**src/rtl/sobel_window_gen.sv**
```systemverilog
// ---------------------------------------------------------------------------
// sobel_window_gen
//
// Streaming 3x3 neighbourhood generator for a Sobel gradient stage.
// Pixels arrive one per valid cycle in raster order. Two line buffers hold
// the previous two image lines. For every interior pixel the eight
// neighbours of the window centre (centre itself omitted) are presented as
// registered outputs with a one-cycle valid strobe.
//
// Handshake: a pixel is accepted on every rising clk edge where in_valid=1.
// There is no backpressure. win_valid is a single-cycle strobe, asserted one
// cycle after accepting a pixel at col>=2,row>=2; p* hold their value
// otherwise.
//
// Ports:
//   clk        rising-edge clock
//   rst_n      asynchronous active-low reset
//   in_valid   in_pixel is valid this cycle
//   in_sof     qualified by in_valid; forces the pixel to position (0,0)
//   in_pixel   8-bit pixel
//   win_valid  p0..p8 hold a complete window this cycle
//   p0,p1,p2   top row    (left, centre, right)
//   p3,p5      middle row (left, right)
//   p6,p7,p8   bottom row (left, centre, right)
//   frame_done one-cycle pulse after the last pixel of a frame is accepted
// ---------------------------------------------------------------------------
module sobel_window_gen #(
    parameter int IMG_W = 64,
    parameter int IMG_H = 64
) (
    input  logic       clk,
    input  logic       rst_n,
    input  logic       in_valid,
    input  logic       in_sof,
    input  logic [7:0] in_pixel,
    output logic       win_valid,
    output logic [7:0] p0,
    output logic [7:0] p1,
    output logic [7:0] p2,
    output logic [7:0] p3,
    output logic [7:0] p5,
    output logic [7:0] p6,
    output logic [7:0] p7,
    output logic [7:0] p8,
    output logic       frame_done
);

    localparam int CW = $clog2(IMG_W);
    localparam int RW = $clog2(IMG_H);

    localparam logic [CW-1:0] LAST_COL = CW'(IMG_W - 1);
    localparam logic [RW-1:0] LAST_ROW = RW'(IMG_H - 1);
    localparam logic [CW-1:0] MIN_COL  = CW'(2);
    localparam logic [RW-1:0] MIN_ROW  = RW'(2);

    // Position counters: position of the next pixel to be accepted
    logic [CW-1:0] r_col;
    logic [RW-1:0] r_row;

    // Line buffers: r_lb1 holds row-1, r_lb2 holds row-2
    logic [7:0] r_lb1 [IMG_W];
    logic [7:0] r_lb2 [IMG_W];

    // Window shift registers. Only the two older columns are stored; the
    // newest column comes straight from the line buffer reads and in_pixel.
    // Index 0 is the leftmost column.
    logic [7:0] r_top0, r_top1;
    logic [7:0] r_mid0, r_mid1;
    logic [7:0] r_bot0, r_bot1;

    logic          w_accept;
    logic [CW-1:0] w_col;
    logic [RW-1:0] w_row;
    logic [7:0]    w_lb1_rd;
    logic [7:0]    w_lb2_rd;
    logic          w_win;
    logic          w_last;

    assign w_accept = in_valid;

    // in_sof relocates the accepted pixel to (0,0); at (0,0) it is a no-op
    assign w_col = in_sof ? '0 : r_col;
    assign w_row = in_sof ? '0 : r_row;

    // Read-before-write: these reads see the contents before this pixel's
    // update at the clock edge
    assign w_lb1_rd = r_lb1[w_col];
    assign w_lb2_rd = r_lb2[w_col];

    // col>=2 keeps every window inside one line; row>=2 guarantees both
    // line buffers hold data from the current frame
    assign w_win  = w_accept && (w_col >= MIN_COL) && (w_row >= MIN_ROW);
    assign w_last = w_accept && (w_col == LAST_COL) && (w_row == LAST_ROW);

    // Position counters
    always_ff @(posedge clk or negedge rst_n) begin
        if (!rst_n) begin
            r_col <= '0;
            r_row <= '0;
        end else if (w_accept) begin
            if (w_col == LAST_COL) begin
                r_col <= '0;
                r_row <= (w_row == LAST_ROW) ? '0 : w_row + 1'b1;
            end else begin
                r_col <= w_col + 1'b1;
                r_row <= w_row;
            end
        end
    end

    // Line buffer storage; contents need no reset
    always_ff @(posedge clk) begin
        if (w_accept) begin
            r_lb2[w_col] <= w_lb1_rd;
            r_lb1[w_col] <= in_pixel;
        end
    end

    // Window column shift on every accepted pixel
    always_ff @(posedge clk or negedge rst_n) begin
        if (!rst_n) begin
            r_top0 <= '0;
            r_top1 <= '0;
            r_mid0 <= '0;
            r_mid1 <= '0;
            r_bot0 <= '0;
            r_bot1 <= '0;
        end else if (w_accept) begin
            r_top0 <= r_top1;
            r_top1 <= w_lb2_rd;
            r_mid0 <= r_mid1;
            r_mid1 <= w_lb1_rd;
            r_bot0 <= r_bot1;
            r_bot1 <= in_pixel;
        end
    end

    // Output registers load the shifted window only when it is complete,
    // so p* stay stable across border pixels and idle cycles
    always_ff @(posedge clk or negedge rst_n) begin
        if (!rst_n) begin
            win_valid  <= 1'b0;
            frame_done <= 1'b0;
            p0         <= '0;
            p1         <= '0;
            p2         <= '0;
            p3         <= '0;
            p5         <= '0;
            p6         <= '0;
            p7         <= '0;
            p8         <= '0;
        end else begin
            win_valid  <= w_win;
            frame_done <= w_last;
            if (w_win) begin
                p0 <= r_top0;
                p1 <= r_top1;
                p2 <= w_lb2_rd;
                p3 <= r_mid0;
                p5 <= w_lb1_rd;
                p6 <= r_bot0;
                p7 <= r_bot1;
                p8 <= in_pixel;
            end
        end
    end

endmodule

```
**config.mk**
```make
export PLATFORM = sky130hd
export DESIGN_NAME = sobel_window_gen
export DESIGN_NICKNAME = d
export VERILOG_FILES = /design/src/rtl/sobel_window_gen.sv
export SDC_FILE = /design/constraint.sdc
export NUM_CORES = 1
export LEC_CHECK = 0
export BUFFER_PORTS_ARGS = -buffer_cell sky130_fd_sc_hd__buf_2
export CAP_MARGIN = 20
export CELL_PAD_IN_SITES_DETAIL_PLACEMENT = 1
export CELL_PAD_IN_SITES_GLOBAL_PLACEMENT = 2
export CORE_MARGIN = 2
export CORE_UTILIZATION = 45
export DETAILED_ROUTE_END_ITERATION = 10
export PLACE_DENSITY_LB_ADDON = 0.12
export SKIP_LAST_GASP = 1
export SLEW_MARGIN = 20
export SYNTH_ARGS = -nofsm -noshare
export SYNTH_HDL_FRONTEND = slang
export SYNTH_SLANG_ARGS = --single-unit
```
**constraint.sdc**
```tcl
create_clock -name clk -period 7.8 [get_ports clk]
set_input_delay 2.34 -clock clk [delete_from_list [all_inputs] [get_ports clk]]
set_output_delay 2.34 -clock clk [all_outputs]
set_load 0.01 [all_outputs]
```
==> results of run 1 <==
==> tightest hold or removal path: cells and delay by family (launching register included) <==
family           cells  cell delay, ns
flip-flops           1            0.34
AND/OR/NAND/NOR      2            0.10
==> report_power, final <==
group          leakage (µW)  internal [µW]  switching (µW)  total [µW]
Combinational       0.00535            491            1170        1660
Clock               0.00180           3130            2340        5470
Sequential           0.0109           7080             123        7200
==> layer usage <==
layer	wire, µm	vias to the layer above
met5	0	-
li1	-	10900
met3	10800	188
met1	59700	13600
met2	65000	1078
met4	4100	0
==> cell families (layout without fill, tap and decap cells) <==
group	Yosys count	count (layout)	share of synthesized area [%]
flops	1150	1150	75.6
compound gates	493	493	7.77
simple gates	465	465	4.80
mux	402	402	9.76
buf+inv	172	444	1.95
xor+xnor	3	3	0.0586
fa+ha+maj	2	2	0.0558
==> worst max path at each step <==
stage	to	startpoint
after global placement	r_lb2[47][7]$_DFFE_PP_	in_sof
after detailed placement	r_lb2[17][7]$_DFFE_PP_	in_sof
after global routing	r_mid1[5]$_DFFE_PN0P_	in_sof
after floorplan	p5[1]$_DFFE_PN0P_	in_sof
after CTS	r_lb2[46][7]$_DFFE_PP_	in_sof
final	p5[5]$_DFFE_PN0P_	in_sof
==> cell type report <==
class	instances	area share [%]
clock inverters	51	0.833
flip-flops and latches	1150	66.6
repair buffers	218	2.95
well taps	1287	3.16
inverters	9	0.0664
multi-input cells	1365	19.9
clock buffers	166	6.42
==> stage by stage <==
step | hold WS, ns | util (%)
2_1_floorplan | 0.435 | -
3_3_place_gp | 0.445 | 47.9
3_5_place_dp | 0.455 | 47.9
4_1_cts | 0.464 | 51.6
5_1_grt | 0.490 | 51.6
6_report | 0.460 | 51.6
==> cell usage in the layout (no fill, tap or decap), types with 12 or more instances in the layout <==
master | Yosys | routed
nand3_1 | 12 | 12
buf_4 | 15 | 138
a41oi_1 | 24 | 24
a211oi_1 | 13 | 13
o211ai_1 | 18 | 18
and2_1 | 22 | 22
a21oi_1 | 72 | 72
clkbuf_16 | 0 | 123
nand2_1 | 218 | 218
a2111oi_0 | 15 | 13
clkinv_2 | 0 | 12
buf_2 | 57 | 75
edfxtp_1 | 1024 | 1024
a22oi_1 | 57 | 57
mux2i_1 | 239 | 239
o22a_1 | 22 | 22
nor3_1 | 13 | 12
clkbuf_1 | 68 | 40
mux2_2 | 143 | 143
a221oi_1 | 18 | 18
clkinv_1 | 1 | 26
dfrtp_1 | 126 | 123
o22ai_1 | 71 | 71
nor2_1 | 117 | 114
o21ai_0 | 75 | 75
==> results.json, run 1 <==
{
  "outcome": "finished clean",
  "largestRegisters": "r_lb1 x512, r_lb2 x512",
  "ys_ff_latch": 1150,
  "cts_tree": "yes",
  "fp.dieW_um": 320,
  "cp_top_family": "simple AND/OR/NAND/NOR gates",
  "worstPathRequired_ns": 8.40,
  "syn_nets": 2701,
  "post-route-period-util_pct": 79.6,
  "fp.dieH_um": 320,
  "crit_path_start_kind": "input port",
  "clk_pin_slew_ns": 0.06,
  "r2r_setup_slack_ns": 2.45,
  "cts_sinks": 1150,
  "synth_flop_cell": "edfxtp_1",
  "ys_warn_count": 0,
  "p_per_area_mw_per_mm2": 282,
  "ys_types": 76,
  "finalCriticalPeriod_ns": 6.21,
  "grt_pass1_wl_mm": 200,
  "use_met1_pct": 38.8,
  "p_leak_uw": 0.0180,
  "crit_path_max_incr_delay_ns": 0.92,
  "cts_resized": 0,
  "ant_nets": 0,
  "ys_async_sr_fraction_pct": 11.0,
  "io_pins": 78,
  "track_usage_pct": 27.4,
  "netlist_instances": 2687,
  "dpl.cell_count": 4029,
  "synth_edf_count": 1024,
  "io_buffer_count": 77,
  "clockRootBuffer": "clkbuf_16",
  "layout.cells.non_filler": 4246,
  "worst_path_max_delay_cell": "or4_4",
  "grt_busiest_layer": "met2",
  "worstSetupEndpointType": "flip-flop",
  "cts_made_buffers": 120,
  "wirelength_mm": 140,
  "hpwl_mm": 83.7,
  "reg2reg_depth": 8,
  "clk_path_buf_depth": 3,
  "final_hold_viol_count": 0,
  "synth_area_per_cell_um2": 16.7,
  "vias_per_cell": 6.08,
  "h-tree-depth": 3,
  "min_from": "r_top0[1]$_DFFE_PN0P_",
  "n_antenna_cell": 0,
  "grt_max_degree": 112,
  "ctsHoldBuffers": 0,
  "drive_gt1_share_pct": 19.3,
  "dr.pass1.iters": 6,
  "placeableCoreArea_mm2": 0.0986,
  "setup_viol": 0,
  "gp_congestion": 0.841,
  "antenna_found_initial": 0,
  "num_rows": 115,
  "cp_max_fo": 66,
  "syn_area_mm2": 0.0448,
  "wire_per_inst_um": 32.9,
  "drtIter0Drc": 2836,
  "synthTopCellsByCount": "edfxtp_1, mux2i_1, nand2_1",
  "fillers": 9156,
  "worstPathCellList": "buf_4, or3b_2, buf_4, o22ai_1, a2111oi_0, o22ai_1, or4_4, mux2_4",
  "layout.nets": 2878,
  "synth.area.top_cells": "edfxtp_1, dfrtp_1, mux2i_1, mux2_2, nand2_1",
  "clock_latency_ns": 0.72,
  "maxSlewViolCount": 0,
  "seq_area_frac_synth_pct": 75.6,
  "yosysTopAreaCellShare_pct": 68.6,
  "slew_headroom_pct": 24.1,
  "hold_path.class": "flip-flop to flip-flop",
  "drv_cap": 0,
  "clock.fmax_mhz": 161,
  "drcViolationCount": 0,
  "die_area_mm2": 0.102,
  "holdPathStages": 2,
  "start_util_pct": 45.5,
  "worstPathArrival_ns": 6.81,
  "path_buf_inv": 2,
  "grt_pass1_vias": 26700,
  "finalSetupTns_ns": 0,
  "multi_input_area_mm2": 0.0101,
  "crit_type": "input port to flip-flop",
  "gr-usage-met2_pct": 43.3,
  "worst_pin_slew_ns": 1.13,
  "worstReg2RegStart": "r_col[0]$_DFFE_PN0P_",
  "grt_overflow": 0,
  "yosysMostFrequentCell": "edfxtp_1",
  "ir_drop_mv": 0.244,
  "timing.final.ws_setup_ns": 1.59,
  "regArea_mm2": 0.0339,
  "grt.met3_usage_pct": 4.96,
  "hold_path_end": "p0[1]$_DFFE_PN0P_",
  "vias": 25800,
  "r2r_end": "r_lb2[18][7]$_DFFE_PP_",
  "rsz0062_at_grt": "no",
  "final_area_mm2": 0.0509,
  "post-cts-setup-buffers": 0,
  "areaGrowthSynthToFinish_pct": 13.5,
  "placed_area_mm2": 0.0472,
  "yosys.area.top_type": "edfxtp_1",
  "skew_ns": 0.0267,
  "dp_slack_ns": 0.639,
  "total_power_uw": 14300,
  "path_depth": 8
}
No activity file was read; power rests on OpenSTA's default activity.
==> run 2, diff against run 1 <==
==> constraint.sdc (replaced) <==
create_clock -name clk -period 6.1 [get_ports clk]
set_input_delay 1.83 -clock clk [delete_from_list [all_inputs] [get_ports clk]]
set_output_delay 1.83 -clock clk [all_outputs]
set_load 0.01 [all_outputs]
==> results.json, run 2 (same netlist as run 1, synthesis figures left out) <==
{
  "timing.final.ws_setup_ns": 0.867,
  "dpl.cell_count": 4068,
  "final_cell_mix": "edfxtp_1, mux2i_1, nand2_1",
  "placeableCoreArea_mm2": 0.0986,
  "p_leak_uw": 0.0184,
  "grt_max_degree": 88,
  "crit_type": "input port to flip-flop",
  "cts_resized": 0,
  "clk_pin_slew_ns": 0.05,
  "drive_gt1_share_pct": 21.0,
  "h-tree-depth": 3,
  "worstReg2RegStart": "r_col[0]$_DFFE_PN0P_",
  "cts_sinks": 1150,
  "layout_commonest_cell": "edfxtp_1",
  "vias_per_cell": 6.09,
  "finalSetupTns_ns": 0,
  "regArea_mm2": 0.0339,
  "n_antenna_cell": 0,
  "dr.pass1.iters": 7,
  "clock_latency_ns": 0.71,
  "worstPathRequired_ns": 6.48,
  "grt_overflow": 0,
  "holdPathStages": 2,
  "vias": 26100,
  "outcome": "finished clean",
  "crit_path_start_kind": "input port",
  "ir_drop_mv": 0.244,
  "worst_pin_slew_ns": 1.26,
  "worstPathArrival_ns": 5.61,
  "largestRegisters": "r_lb1 x512, r_lb2 x512",
  "cts_made_buffers": 119,
  "num_rows": 115,
  "hpwl_mm": 87.4,
  "rsz0062_at_grt": "no",
  "start_util_pct": 45.5,
  "layout.nets": 2916,
  "setup_viol": 0,
  "clockRootBuffer": "clkbuf_16",
  "slew_headroom_pct": 16.1,
  "dp_slack_ns": 0.369,
  "hold_path_end": "p3[2]$_DFFE_PN0P_",
  "skew_ns": 0.0330,
  "post-route-period-util_pct": 85.8,
  "reg2reg_depth": 8,
  "drcViolationCount": 0,
  "post-cts-setup-buffers": 0,
  "grt_pass1_wl_mm": 201,
  "fp.dieW_um": 320,
  "cp_max_fo": 48,
  "hold_path.class": "flip-flop to flip-flop",
  "final_hold_viol_count": 0,
  "track_usage_pct": 27.6,
  "cts_tree": "yes",
  "io_buffer_count": 77,
  "clock.fmax_mhz": 191,
  "r2r_setup_slack_ns": 0.97,
  "maxSlewViolCount": 0,
  "min_from": "p3[2]$_DFFE_PN0P_",
  "layout.cells.non_filler": 4288,
  "io_pins": 78,
  "ctsHoldBuffers": 0,
  "wirelength_mm": 141,
  "drv_cap": 0,
  "p_per_area_mw_per_mm2": 362,
  "grt_pass1_vias": 26600,
  "fp.dieH_um": 320,
  "die_area_mm2": 0.102,
  "areaGrowthSynthToFinish_pct": 14.9,
  "multi_input_area_mm2": 0.0101,
  "total_power_uw": 18700,
  "ant_nets": 0,
  "antenna_found_initial": 2,
  "clk_path_buf_depth": 3,
  "finalCriticalPeriod_ns": 5.23,
  "fillers": 9148,
  "gp_congestion": 0.854,
  "drtIter0Drc": 3122,
  "worstSetupEndpointType": "flip-flop",
  "r2r_end": "r_lb2[44][6]$_DFFE_PP_",
  "wire_per_inst_um": 32.8
}
==> run 2: changes by cell type in the layout (fill, tap and decap cells not counted), sizes merged <==
| cell | before | now |
|---|---|---|
| buf | 218 | 257 |
| clkbuf | 166 | 160 |
| bufinv | 7 | 10 |
| clkinv | 40 | 43 |
| clkinvlp | 1 | 3 |
| inv | 12 | 13 |
==> run 2: final cells by class <==
type	count	share of cell area [%]
clock buffers	160	6.41
clock inverters	60	1.09
inverters	9	0.0656
multi-input cells	1365	19.7
flip-flops and latches	1150	65.8
well taps	1287	3.13
repair buffers	257	3.81
==> run 2: per-stage QoR <==
stage / cell area [µm²] / util (%) / hold WS (ns)
after floorplan: 44800 / - / 0.435
after global placement: 47600 / 48.3 / 0.444
after detailed placement: 47600 / 48.3 / 0.455
after CTS: 51500 / 52.3 / 0.472
after global routing: 51500 / 52.3 / 0.489
final: 51500 / 52.3 / 0.467
==> run 2: worst max path at each step <==
| stage | start | slack [ns] | endpoint | depth (start not counted) |
|---|---|---|---|---|
| 5_1_grt | r_col[0]$_DFFE_PN0P_ | 0.95 | r_lb2[44][6]$_DFFE_PP_ | 8 |
| 3_5_place_dp | in_sof | 0.37 | r_lb2[21][6]$_DFFE_PP_ | 8 |
| 3_3_place_gp | in_sof | 0.43 | r_lb2[28][6]$_DFFE_PP_ | 8 |
| 4_1_cts | in_sof | 1.12 | r_lb2[44][6]$_DFFE_PP_ | 8 |
| 6_report | in_sof | 0.87 | r_lb2[44][6]$_DFFE_PP_ | 8 |
| 2_1_floorplan | in_sof | 1.34 | p5[1]$_DFFE_PN0P_ | 15 |
==> run 2: worst max-delay path: stages <==
cell       delay, ns
buf_4           0.29
or3b_4          0.38
buf_4           0.47
o22ai_1         0.16
a2111oi_0       0.93
o22ai_1         0.44
or4_4           0.72
buf_12          0.24
==> run 2: per-layer routing <==
metal,share of wire [%],wire length [µm],vias to the layer above,GRT usage [%]
li1,-,-,11000,-
met1,42,59600,13900,38.7
met2,48,67100,1059,44.4
met3,7.0,9800,196,4.34
met4,3.0,4230,0,8.81
met5,0,0,-,0
==> run 2: power breakdown <==
part / switching, µW / leakage (µW) / total, µW / internal, µW
Sequential: 193 / 0.0109 / 9230 / 9040
Clock: 3010 / 0.00190 / 7210 / 4200
Combinational: 1510 / 0.00559 / 2230 / 713
